## config.mk

```make
export PLATFORM = sky130hd
export DESIGN_NAME = instruction_fetch_unit
export DESIGN_NICKNAME = d
export VERILOG_FILES = /design/src/rtl/instruction_fetch_unit.sv
export SDC_FILE = /design/constraint.sdc
export NUM_CORES = 1
export LEC_CHECK = 0
export BUFFER_PORTS_ARGS = -buffer_cell sky130_fd_sc_hd__buf_4
export CORE_MARGIN = 3
export CORE_UTILIZATION = 55
export CTS_BUF_LIST = sky130_fd_sc_hd__clkbuf_16
export CTS_CLUSTER_DIAMETER = 150
export DETAILED_ROUTE_END_ITERATION = 12
export PLACE_DENSITY = 0.8
export SYNTH_ARGS = -nofsm -noshare
export SYNTH_HDL_FRONTEND = slang
export SYNTH_SLANG_ARGS = --single-unit
```

## constraint.sdc

```tcl
create_clock -name clk -period 2.6 [get_ports clk]
set_input_delay 0.52 -clock clk [delete_from_list [all_inputs] [get_ports clk]]
set_output_delay 0.52 -clock clk [all_outputs]
set_load 0.01 [all_outputs]
```

## src/rtl/instruction_fetch_unit.sv

```systemverilog
// instruction_fetch_unit: PC owner and fetch stage with a one-entry skid buffer and a valid/ready output.
// Define IFU_PERF_CNT_EN to add the saturating fetch and stall performance counters.
module instruction_fetch_unit #(
    parameter int ADDR_W = 16,
    parameter int INSTR_W = 16,
    parameter logic [ADDR_W-1:0] RESET_PC = '0
) (
    input  logic               clk,
    input  logic               rst_n,
    output logic [ADDR_W-1:0]  imem_addr,
    input  logic [INSTR_W-1:0] imem_instr,
    input  logic               redirect_valid,
    input  logic [ADDR_W-1:0]  redirect_pc,
    input  logic               id_ready,
`ifdef IFU_PERF_CNT_EN
    output logic [15:0]        perf_fetch_cnt,
    output logic [15:0]        perf_stall_cnt,
`endif
    output logic               if_valid,
    output logic [INSTR_W-1:0] if_instr,
    output logic [ADDR_W-1:0]  if_pc
);
    logic [ADDR_W-1:0]  pc_q, pc_d, req_pc_q, req_pc_d, skid_pc_q, skid_pc_d, if_pc_q, if_pc_d;
    logic [INSTR_W-1:0] skid_instr_q, skid_instr_d, if_instr_q, if_instr_d;
    logic               inflight_q, inflight_d, skid_valid_q, skid_valid_d, if_valid_q, if_valid_d;
    logic               stall, consume, issue;

    always_comb begin
        stall = if_valid_q && !id_ready;
        consume = if_valid_q && id_ready;
        issue = !skid_valid_q && !stall && !redirect_valid;
        pc_d = issue ? pc_q + 1'b1 : pc_q;
        inflight_d = issue;
        req_pc_d = issue ? pc_q : req_pc_q;
        skid_valid_d = skid_valid_q;
        skid_instr_d = skid_instr_q;
        skid_pc_d = skid_pc_q;
        if_valid_d = if_valid_q;
        if_instr_d = if_instr_q;
        if_pc_d = if_pc_q;
        if (consume && skid_valid_q) begin
            if_instr_d = skid_instr_q;
            if_pc_d = skid_pc_q;
            skid_valid_d = inflight_q;
            skid_instr_d = imem_instr;
            skid_pc_d = req_pc_q;
        end else if (inflight_q && !stall) begin
            if_valid_d = 1'b1;
            if_instr_d = imem_instr;
            if_pc_d = req_pc_q;
        end else if (inflight_q) begin
            skid_valid_d = 1'b1;
            skid_instr_d = imem_instr;
            skid_pc_d = req_pc_q;
        end else if (consume) begin
            if_valid_d = 1'b0;
        end
        // A redirect kills everything older, including the response due next cycle.
        if (redirect_valid) begin
            pc_d = redirect_pc;
            inflight_d = 1'b0;
            skid_valid_d = 1'b0;
            if_valid_d = 1'b0;
        end
    end

    always_ff @(posedge clk or negedge rst_n) begin
        if (!rst_n) begin
            pc_q <= RESET_PC;
            req_pc_q <= '0;
            inflight_q <= 1'b0;
            skid_valid_q <= 1'b0;
            skid_instr_q <= '0;
            skid_pc_q <= '0;
            if_valid_q <= 1'b0;
            if_instr_q <= '0;
            if_pc_q <= '0;
        end else begin
            pc_q <= pc_d;
            req_pc_q <= req_pc_d;
            inflight_q <= inflight_d;
            skid_valid_q <= skid_valid_d;
            skid_instr_q <= skid_instr_d;
            skid_pc_q <= skid_pc_d;
            if_valid_q <= if_valid_d;
            if_instr_q <= if_instr_d;
            if_pc_q <= if_pc_d;
        end
    end

    assign imem_addr = pc_q;
    assign if_valid = if_valid_q;
    assign if_instr = if_instr_q;
    assign if_pc = if_pc_q;

`ifdef IFU_PERF_CNT_EN
    logic [15:0] perf_fetch_q, perf_fetch_d, perf_stall_q, perf_stall_d;

    always_comb begin
        perf_fetch_d = (consume && perf_fetch_q != 16'hFFFF) ? perf_fetch_q + 16'd1 : perf_fetch_q;
        perf_stall_d = (stall && perf_stall_q != 16'hFFFF) ? perf_stall_q + 16'd1 : perf_stall_q;
    end

    always_ff @(posedge clk or negedge rst_n) begin
        if (!rst_n) begin
            perf_fetch_q <= '0;
            perf_stall_q <= '0;
        end else begin
            perf_fetch_q <= perf_fetch_d;
            perf_stall_q <= perf_stall_d;
        end
    end

    assign perf_fetch_cnt = perf_fetch_q;
    assign perf_stall_cnt = perf_stall_q;
`endif
endmodule

```

==> summary.md, run 1 <==
| Metric | Value |
|---|---|
| Crit path arrival time | `about 2.3 ns` |
| GP Congestion | `0.793` |
| CTS sink count | `99` |
| Final ANT Viol Nets | `0` |
| Final instance area | `approximately 5200 µm²` |
| Hold Vio Cnt, Final | `0` |
| Worst reg-to-reg path cell count | `4` |
| Vias in the first global route | `2,890` |
| Largest net degree at the start of global routing | `60` |
| Dpl cell area | `4930 µm²` |
| Worst-Margin Slew | `slightly below 0.7 ns` |
| Routed via count | `between 2,000 and 3,000` |
| Initial Util | `57.4%` |
| Seq/Total Area, Yosys | `between 50 and 60%` |
| Slowest stage delay, CP | `roughly 0.63 ns` |
| Footprint of the multi-input gates | `1630 µm²` |
| Num CTS Buffers | `9` |
| Antenna violations before repair | `0` |
| Status | `completed` |
| CP max FO | `13` |
| Worst setup EP type | `flop` |
| CTS root buffer | `clkbuf_16` |
| CP required | `2.84 ns` |
| FP Rows | `31` |
| Worst skew pair latency | `0.33 ns` |
| Final Non-Filler Cells | `a little over 500` |
| Worst path cell trace | `and4_1 > nand4_1 > or4_1 > a31oi_1` |
| Drt wl/cell | `roughly 17 µm` |
| Hpwl dp | `between 5 and 6 mm` |
| Die Span X | `93.7 µm` |
| Post-Synthesis Cells | `333` |
| Initial drt markers | `131` |
| Synth Register Bits | `99` |
| Final core utilization | `70.9%` |
| Worst Skew | `0.00476 ns` |
| Final worst setup slack | `0.520 ns` |
| Relative slew slack | `a little over half` |
| Worst path depth | `4` |
| Core footprint | `7370 µm²` |
| Gr usage total | `20.9%` |
| Placed instance count | `499` |
| Minimum clock period | `2.08 ns` |
| First-pass GRT wire length | `14.4 mm` |
| DRC viols | `0` |
| Number of max-cap violations | `0` |
| Fin crit share | `80.0%` |
| P per Cell Area | `857 nW/µm²` |
| Max Slew Vio Count | `0` |
| Async SR Flop Fraction | `100%` |
| H-tree depth | `3` |
| Final setup violation count | `0` |
| Worst min-delay path class | `input pin to asynchronous set/reset pin` |
| CP top delay family | `simple AND/OR/NAND/NOR gates` |
| GRT overflow | `0` |
| Die ar. | `8780 µm²` |
| Synthesized area per cell | `12.7 µm²` |
| Clock Pin Slew Worst Setup and Hold Paths | `about 0.070 ns` |
| Top Ports | `85` |
| # hold bufs at CTS | `0` |
| Proportion of layout cells with a drive suffix above 1 | `37.5%` |
| Total setup buffers inserted after CTS | `0` |
| Synth warn | `0` |
| Pleak | `2.36 nW` |
| I/O Buffers | `84` |
| Critical path class | `flop to flop` |
| Fin nets | `448` |
| Place WS | `0.599 ns` |
| Drt first pass iters | `4` |
| Die height | `roughly 94 µm` |
| Fillers | `523` |
| Synthesized cell area | `4230 µm²` |
| CTS tree | `yes` |
| Startpoint types | `flop` |
| Distinct cells, synth | `36` |
| Diode count | `0` |
| Post-CTS sizing | `0` |
| RSZ-0062 raised after global routing | `no` |
| Highest Clock Rate | `0.481 GHz` |
| Worst path slowest cell | `or4_1` |
| P&R area growth vs syn | `23.6%` |
| Mapped Nets | `370` |
| Worst Path Buf+Inv | `0` |
| Clock Tree Buf Depth | `2` |
| Setup_tns | `0 ns` |
| Post-synth EDFFs | `0` |
| Total wire length | `8.60 mm` |
| Register area | `2480 µm²` |
| Via-per-instance ratio | `5.76` |
| Most used DFF post-synth | `dfrtp_1` |
| Max VDD drop | `roughly 0.55 mV` |
cells in the final DEF (no fill, tap or decap):
cell and n:
clkinvlp_4 1, a21oi_1 2, clkinv_1 1, and2_1 33
clkinv_2 2, nand2_1 19, bufinv_16 1, nor2_1 8
inv_1 4, xor2_1 2, clkinv_4 2, mux2_2 48
nor3_1 1, o21ai_0 11, or4_2 1, nand4_1 2
a21o_2 1, o211ai_1 2, o31ai_1 6, ha_1 1
nand3_1 8, buf_4 88, xnor2_1 4, a31oi_1 7
nor4_1 1, nor3_2 1, buf_12 1, and3_2 1
or3_1 1, mux2i_1 1, nor4b_1 1, nor2b_1 2
or4_1 7, clkbuf_16 9, or2b_1 1, dfrtp_1 99
and4_1 4, a221o_1 32
cell usage after synthesis (2+ instances only):
master	count	share of area, %
dfrtp_1	99	59
xnor2_1	4	0.83
mux2_2	48	13
nand2_1	19	1.7
o31ai_1	6	1.1
a221o_1	32	7.6
buf_1	3	0.27
a31oi_1	7	1.0
and4_1	4	0.83
a21oi_1	2	0.24
and2_1	33	4.9
o21ai_0	11	1.3
o211ai_1	2	0.35
xor2_1	2	0.41
or4_1	7	1.2
clkbuf_1	14	1.2
nor2_1	8	0.71
nand4_1	2	0.30
buf_2	2	0.24
inv_1	4	0.35
nor2b_1	2	0.30
nand3_1	8	0.95
path summary, 6_finish.rpt:
| path | end | slack [ns] | from |
|---|---|---|---|
| worst max-delay path | imem_addr[11] | 0.52 | imem_addr[3] |
| worst min-delay path | skid_instr_q[2] | 0.16 | rst_n |
| worst max register to register | imem_addr[11] | 0.52 | imem_addr[3] |
| worst min register to register | if_pc[5] | 0.50 | skid_pc_q[5] |
| max in group asynchronous | skid_pc_q[5] | 1.75 | rst_n |
| min in group clk | imem_addr[8] | 0.39 | redirect_pc[8] |
cells by family (layout without fill, tap and decap cells):
logic type,after synthesis,after routing,synth area share (%)
simple gates,91,91,12.3
xor+xnor,6,6,1.24
mux,49,49,13.0
compound gates,61,61,11.8
flops,99,99,58.6
fa+ha+maj,1,1,0.296
buf+inv,26,109,2.78
metal layers:
metal	routed length, µm	global-route usage, %
met5	0	0
met4	50	3.85
met3	526	5.53
met2	4060	32.8
met1	3970	29.9
power by group:
part	internal, mW	leakage, nW	switching, mW	total [mW]
clock network	0.742	0.143	0.549	1.29
logic	0.583	1.03	0.400	0.983
registers	1.95	1.19	0.257	2.20
total	3.27	2.36	1.21	4.48
cell type report:
cell class	count	share of cell area, %
Clock inverter	7	1.32
Inverter	4	0.287
Multi-Input combinational cell	208	31.3
Sequential cell	99	47.4
Timing Repair Buffer	89	13.0
Tap cell	99	2.37
Clock buffer	9	4.31
state kept, by name, indices dropped and copies added, names as in the netlist:
signal        cells
if_pc            16
inflight_q        1
skid_instr_q     16
imem_addr        16
if_instr         16
skid_pc_q        16
req_pc_q         16
if_valid          1
skid_valid_q      1
per-stage QoR:
stage	power [mW]	hold slack [ns]
2_1_floorplan	2.76	0.224
3_3_place_gp	3.17	0.479
3_5_place_dp	3.22	0.490
4_1_cts	4.51	0.175
5_1_grt	4.72	0.189
6_report	4.48	0.158
Power figures use the tool's default switching activity.
==> inputs of run 2 (changes only) <==
ABC_AREA = 1   (was unset)
CORE_UTILIZATION = 50   (was 55)
PLACE_DENSITY = 0.76   (was 0.8)
clock period = 1.9 ns   (was 2.6 ns; I/O delays follow)
==> summary.md, run 2 <==
| Metric | Value |
|---|---|
| Crit path arrival time | `1.89 ns (-0.43 ns)` |
| FF-to-FF Start | `imem_addr[0]` |
| Worst-Margin Slew | `0.489 ns (-0.195 ns)` |
| M3 GR Usage | `3.25% (-2.3 points)` |
| CTS tree | `yes` |
| Slowest stage delay, CP | `0.40 ns (-0.23 ns)` |
| # hold bufs at CTS | `1 (+1)` |
| Relative slew slack | `67.4% (+13 points)` |
| Die height | `101 µm (+7.6%)` |
| Proportion of layout cells with a drive suffix above 1 | `24.5% (-13 points)` |
| Critical Path Start | `imem_addr[0]` |
| Synth area leader | `dfrtp_1` |
| Worst min-delay path class | `input pin to flop` |
| Distinct cells, synth | `34 (-5.6%)` |
| Num CTS Buffers | `9 (unchanged)` |
| DRC viols | `0 (unchanged)` |
| Clock Pin Slew Worst Setup and Hold Paths | `0.06 ns (about the same)` |
| Worst path depth | `8 (+4)` |
| GRT overflow | `0 (unchanged)` |
| Synth warn | `0 (unchanged)` |
| Async SR Flop Fraction | `100% (unchanged)` |
| Status | `completed` |
| Total setup buffers inserted after CTS | `0 (unchanged)` |
| H-tree depth | `3 (unchanged)` |
| Met2 Use GR | `33.6% (+0.86 points)` |
| Hold Vio Cnt, Final | `0 (unchanged)` |
| Max VDD drop | `0.473 mV (-15%)` |
| Grt met1 use | `30.6% (+0.76 points)` |
| Die Span X | `101 µm (+7.6%)` |
| Initial drt markers | `205 (+56%)` |
| Worst setup EP type | `flop` |
| CTS root buffer | `clkbuf_16` |
| Worst Skew | `0.00576 ns (+0.000993 ns)` |
| Setup_tns | `0 ns (unchanged)` |
| Final instance area | `5560 µm² (+6.4%)` |
| Hpwl dp | `7.27 mm (+30%)` |
| Synthesized cell area | `4490 µm² (+6.2%)` |
| Drt wl/cell | `14.9 µm (-11%)` |
| Highest Clock Rate | `0.602 GHz (+25%)` |
| Die ar. | `10,200 µm² (+16%)` |
| Dpl cell area | `5270 µm² (+6.8%)` |
| Post-synth EDFFs | `0 (unchanged)` |
| Yosys top cell area share | `55.2% (-3.4 points)` |
| Final ANT Viol Nets | `0 (unchanged)` |
| Hold Path Depth | `3` |
| Largest cells by area after synthesis | `dfrtp_1 55%, nand2_1 12%, inv_1 5.2%` |
| Diode count | `0 (unchanged)` |
| Synthesized area per cell | `8.98 µm² (-29%)` |
| Initial Util | `53.1% (-4.3 points)` |
| Post-Synthesis Cells | `500 (+50%)` |
| Worst reg-to-reg path cell count | `8 (+4)` |
| RSZ-0062 raised after global routing | `no` |
| Worst skew pair latency | `0.34 ns (about the same)` |
| Worst hold start | `redirect_pc[7]` |
| Most Crowded Layer GR | `met2` |
| Mapped Nets | `537 (+45%)` |
| I/O Buffers | `84 (unchanged)` |
| Drt first pass iters | `4 (unchanged)` |
| Largest net degree at the start of global routing | `63 (+5.0%)` |
| Post-synth top cells | `142 x nand2_1, 99 x dfrtp_1, 62 x inv_1, 36 x nor2_1, 26 x o21ai_1` |
| Synth Register Bits | `99 (unchanged)` |
| FP Rows | `33 (+6.5%)` |
| Clock Tree Buf Depth | `2 (unchanged)` |
| Post-CTS sizing | `0 (unchanged)` |
| Critical path class | `flop to flop` |
| Fillers | `662 (+27%)` |
| Fin crit share | `87.4% (+7.4 points)` |
| Antenna violations before repair | `0 (unchanged)` |
| Final setup violation count | `0 (unchanged)` |
| Most frequent cells in the layout | `142 x nand2_1, 99 x dfrtp_1, 95 x buf_4, 63 x inv_1, 35 x nor2_1` |
| Max Slew Vio Count | `0 (unchanged)` |
| Via-per-instance ratio | `5.29 (-8.3%)` |
| P per Cell Area | `1090 nW/µm² (+28%)` |
| Worst path cell trace | `ha_1 > nand2_1 > nor2_1 > nand3_1 > nor2_1 > nor2_1 > nor2_1 > nand2_1` |
| Most common cell after layout, fill and taps aside | `nand2_1` |
| CTS sink count | `99 (unchanged)` |
| CP top delay family | `simple AND/OR/NAND/NOR gates` |
| Startpoint types | `flop` |
| Most frequent CP cell | `nor2_1` |
| Minimum clock period | `1.66 ns (-0.420 ns)` |
| CP required | `2.13 ns (-0.71 ns)` |
| First-pass GRT wire length | `17.6 mm (+22%)` |
| Worst path slowest cell | `dfrtp_1` |
| Most used DFF post-synth | `dfrtp_1` |
| Fin nets | `625 (+40%)` |
| Top Ports | `85 (unchanged)` |
| GP Congestion | `0.897 (+13%)` |
| CP max FO | `4 (-9)` |
| Number of max-cap violations | `0 (unchanged)` |
| Routed via count | `3,690 (+24%)` |
| Seq/Total Area, Yosys | `55.2% (-3.4 points)` |
| Pleak | `2.72 nW (+15%)` |
| Gr usage total | `22.0% (+1.1 points)` |
| Worst Path Buf+Inv | `0 (unchanged)` |
| Vias in the first global route | `3,693 (+28%)` |
| Total wire length | `10.4 mm (+21%)` |
| P&R area growth vs syn | `23.9%` |
| Core footprint | `8460 µm² (+15%)` |
| Most common cell in the synthesized netlist | `nand2_1` |
run 2: cell count changes after synthesis, sizes merged, moves of 12 or more:
cell,change
a21oi,+15
a221o,-32
and2,-33
buf,+13
clkbuf,-12
inv,+64
mux2,-48
nand2,+126
nor2,+30
o211ai,+22
o21ai,+33
o221ai,+12
run 2: path summary, 6_finish.rpt:
kind / to / slack, ns
worst max-delay path: imem_addr[12] / 0.24
worst min-delay path: imem_addr[7] / 0.25
worst max register to register: imem_addr[12] / 0.24
worst min register to register: skid_pc_q[8] / 0.48
max in group asynchronous: imem_addr[9] / 0.80
min in group asynchronous: if_instr[10] / 0.48
run 2: area by class of cell:
| cell class | instances | area [µm²] | share of cell area, % |
|---|---|---|---|
| well taps | 105 | 131 | 2.36 |
| repair buffers | 99 | 783 | 14.1 |
| multi-input cells | 311 | 1630 | 29.3 |
| flip-flops and latches | 99 | 2480 | 44.5 |
| clock buffers | 9 | 225 | 4.05 |
| clock inverters | 7 | 60.1 | 1.08 |
| inverters | 68 | 255 | 4.59 |
run 2: tightest hold or removal path: cells and delay by family:
kind | cells | cell delay, ns
and+or+nand+nor | 2 | 0.10
buffers and inverters | 1 | 0.07
run 2: layer usage:
metal  up-vias  part of all wire [%]
met5         -                     0
met1      1753                    45
met2       122                    46
met4         0                   3.1
met3        29                   5.9
li1       1786                     -
run 2: power by group:
part / total, mW / internal, mW / switching [mW]
Sequential: 2.87 / 2.59 / 0.282
Clock: 1.77 / 1.00 / 0.763
Combinational: 1.44 / 0.646 / 0.796
Total: 6.08 / 4.24 / 1.84
run 2: kinds of logic after synthesis:
logic type               synth area share [%]
buffers and inverters                    8.78
flip-flops                               55.2
XOR/XNOR                                0.975
AO/OA/AOI/OAI                            16.3
AND/OR/NAND/NOR                          18.5
adder cells (fa/ha/maj)                 0.279
run 2: metrics by stage:
stage | util (%) | setup WS, ns | cells | hold WS (ns) | total power, mW
finish | 65.7 | 0.240 | 698 | 0.249 | 6.08
global route | 65.7 | 0.0785 | 698 | 0.258 | 6.42
CTS | 65.7 | 0.238 | 698 | 0.249 | 6.12
detailed placement | 62.2 | 0.156 | 681 | 0.304 | 4.35
global placement | 62.2 | 0.198 | 681 | 0.304 | 4.28
floorplan | - | 0.479 | 500 | 0.0844 | 3.68
==> inputs of run 3 (changes only) <==
CORE_MARGIN = 5   (was 3)
CORE_UTILIZATION = 55   (was 50)
PLACE_DENSITY = 0.79   (was 0.76)
clock period = 1.8 ns   (was 1.9 ns; I/O delays follow)
==> summary.md, run 3 (synthesis results as in run 2) <==
| Metric | Value |
|---|---|
| Most frequent CP cell | `nor2_1` |
| Slowest stage delay, CP | `0.46 ns (+0.06 ns)` |
| CTS tree | `yes` |
| Fin nets | `625 (unchanged)` |
| Diode count | `0 (unchanged)` |
| Die Span X | `100 µm (-0.41%)` |
| RSZ-0062 raised after global routing | `no` |
| Gr usage total | `23.0% (+1.0 points)` |
| Via-per-instance ratio | `5.33 (+0.74%)` |
| Clock Pin Slew Worst Setup and Hold Paths | `0.06 ns (about the same)` |
| Vias in the first global route | `3,864 (+4.6%)` |
| Highest Clock Rate | `0.622 GHz (+3.2%)` |
| Final Non-Filler Cells | `697 (-0.14%)` |
| Post-CTS sizing | `0 (unchanged)` |
| Worst Hold End | `imem_addr[7]` |
| Critical path class | `flop to flop` |
| Number of max-cap violations | `0 (unchanged)` |
| Hold slack final | `0.231 ns (-0.0176 ns)` |
| Worst Skew | `0.00651 ns (+0.000757 ns)` |
| Status | `completed` |
| I/O Buffers | `84 (unchanged)` |
| Hold Vio Cnt, Final | `0 (unchanged)` |
| Final ANT Viol Nets | `0 (unchanged)` |
| Max VDD drop | `0.623 mV (+32%)` |
| Hold Path Depth | `3 (unchanged)` |
| Worst skew pair latency | `0.33 ns (about the same)` |
| Placed instance count | `681 (unchanged)` |
| Power Total | `6.54 mW (+7.5%)` |
| Sequential share of power | `46.4% (-0.8 points)` |
| Worst path cell trace | `ha_1 > nand2_1 > nor2_1 > nand3_1 > nor2_1 > nor2_1 > nor2_1 > nand2_1` |
| Pint | `4.61 mW (+8.7%)` |
| Drt wl/cell | `15.3 µm (+2.3%)` |
| Die height | `100 µm (-0.41%)` |
| Initial Util | `55.5% (+2.4 points)` |
| Most common cell after layout, fill and taps aside | `nand2_1` |
| Final core utilization | `68.9% (+3.2 points)` |
| Initial drt markers | `150 (-27%)` |
| Clk pwr share | `30.3% (+1.2 points)` |
| Fin crit share | `89.4% (+2.0 points)` |
| Antenna violations before repair | `0 (unchanged)` |
| Reg-to-Reg End | `imem_addr[12]` |
| FF-to-FF Start | `imem_addr[1]` |
| Comb power frac | `23.2% (-0.5 points)` |
| CP required | `2.02 ns (-0.11 ns)` |
| Die ar. | `10,100 µm² (-0.81%)` |
| Worst-Margin Slew | `0.406 ns (-0.0832 ns)` |
| H-tree depth | `3 (unchanged)` |
| Worst min-delay path class | `input pin to flop` |
| Hpwl dp | `7.53 mm (+3.6%)` |
| Startpoint types | `flop` |
| FP Rows | `33 (unchanged)` |
| Final setup violation count | `0 (unchanged)` |
| Largest net degree at the start of global routing | `43 (-32%)` |
| Minimum clock period | `1.61 ns (-0.0513 ns)` |
| Sw frac | `29.5% (-0.76 points)` |
| Worst hold start | `redirect_pc[7]` |
| Most frequent cells in the layout | `142 x nand2_1, 99 x dfrtp_1, 96 x buf_4, 64 x inv_1, 35 x nor2_1` |
| Setup_tns | `0 ns (unchanged)` |
| Num CTS Buffers | `9 (unchanged)` |
| CTS root buffer | `clkbuf_16` |
| Drt first pass iters | `5 (+1)` |
| Worst setup EP type | `flop` |
| Max Slew Vio Count | `0 (unchanged)` |
| GRT overflow | `0 (unchanged)` |
| Routed via count | `3,712 (+0.60%)` |
| P per Cell Area | `1170 nW/µm² (+7.3%)` |
| Worst reg-to-reg path cell count | `8 (unchanged)` |
| Total wire length | `10.6 mm (+2.1%)` |
| Core footprint | `8090 µm² (-4.4%)` |
| GP Congestion | `0.880 (-2.0%)` |
| Crit path arrival time | `1.83 ns (-0.06 ns)` |
| Worst path slowest cell | `dfrtp_1` |
| P&R area growth vs syn | `24.1%` |
| CP max FO | `6 (+2)` |
| DRC viols | `0 (unchanged)` |
| R2r setup slk | `0.19 ns (-0.05 ns)` |
| First-pass GRT wire length | `18.5 mm (+4.7%)` |
| Relative slew slack | `73.0% (+5.6 points)` |
| Psw | `1.93 mW (+4.8%)` |
| Clock Tree Buf Depth | `2 (unchanged)` |
| CTS sink count | `99 (unchanged)` |
| Proportion of layout cells with a drive suffix above 1 | `24.5% (+0.041 points)` |
| Top Ports | `85 (unchanged)` |
| Pleak | `2.72 nW (+0.13%)` |
## run 3: worst max-delay path by stage
| stage | to | from | depth (start not counted) | slack [ns] |
|---|---|---|---|---|
| 2_1_floorplan | imem_addr[12] | imem_addr[1] | 8 | 0.38 |
| 4_1_cts | imem_addr[12] | imem_addr[1] | 8 | 0.20 |
| 5_1_grt | imem_addr[12] | imem_addr[1] | 8 | 0.07 |
| 6_report | imem_addr[12] | imem_addr[1] | 8 | 0.19 |
| 3_5_place_dp | imem_addr[7] | id_ready | 10 | 0.19 |
| 3_3_place_gp | imem_addr[12] | imem_addr[1] | 8 | 0.25 |
## run 3: layer usage
layer | GRT usage, % | wire [µm] | share of wire, %
met1 | 30.9 | 4620 | 43
met2 | 38.6 | 5290 | 50
met3 | 3.27 | 573 | 5.4
met4 | 7.56 | 161 | 1.5
met5 | 0 | 0 | 0
## run 3: worst max-delay path, delay by kind of cell (launching register included)
kind | cells | cell delay, ns
simple gates | 7 | 0.82
flops | 1 | 0.46
fa+ha+maj | 1 | 0.22
## run 3: through the flow
stage / worst slack [ns] / cell area [µm²]
floorplan: 0.379 / 4490
global placement: 0.246 / 5250
detailed placement: 0.187 / 5250
CTS: 0.199 / 5570
global route: 0.0686 / 5570
finish: 0.191 / 5570
## run 3: what timing repair did
item | 4_1_cts | 5_1_grt
setup buffers | 0 | 0
hold buffers | 1 | 0
hold endpoints to repair | 27 | 0
## run 3: area by class of cell
type / count / area (µm²)
Fill cell: 647 / 2520
Sequential cell: 99 / 2480
Multi-Input combinational cell: 311 / 1630
Timing Repair Buffer: 99 / 771
Inverter: 68 / 255
Clock buffer: 9 / 225
Tap cell: 105 / 131
Clock inverter: 6 / 83.8
## run 3: power groups by stage
stage	Sequential [mW]	Combinational (mW)	Clock, mW
final	3.04	1.52	1.98
after global routing	3.10	1.70	2.11
after CTS	3.04	1.54	2.01
after detailed placement	3.07	1.51	0
after global placement	3.05	1.45	0
after floorplan	3.09	0.792	0
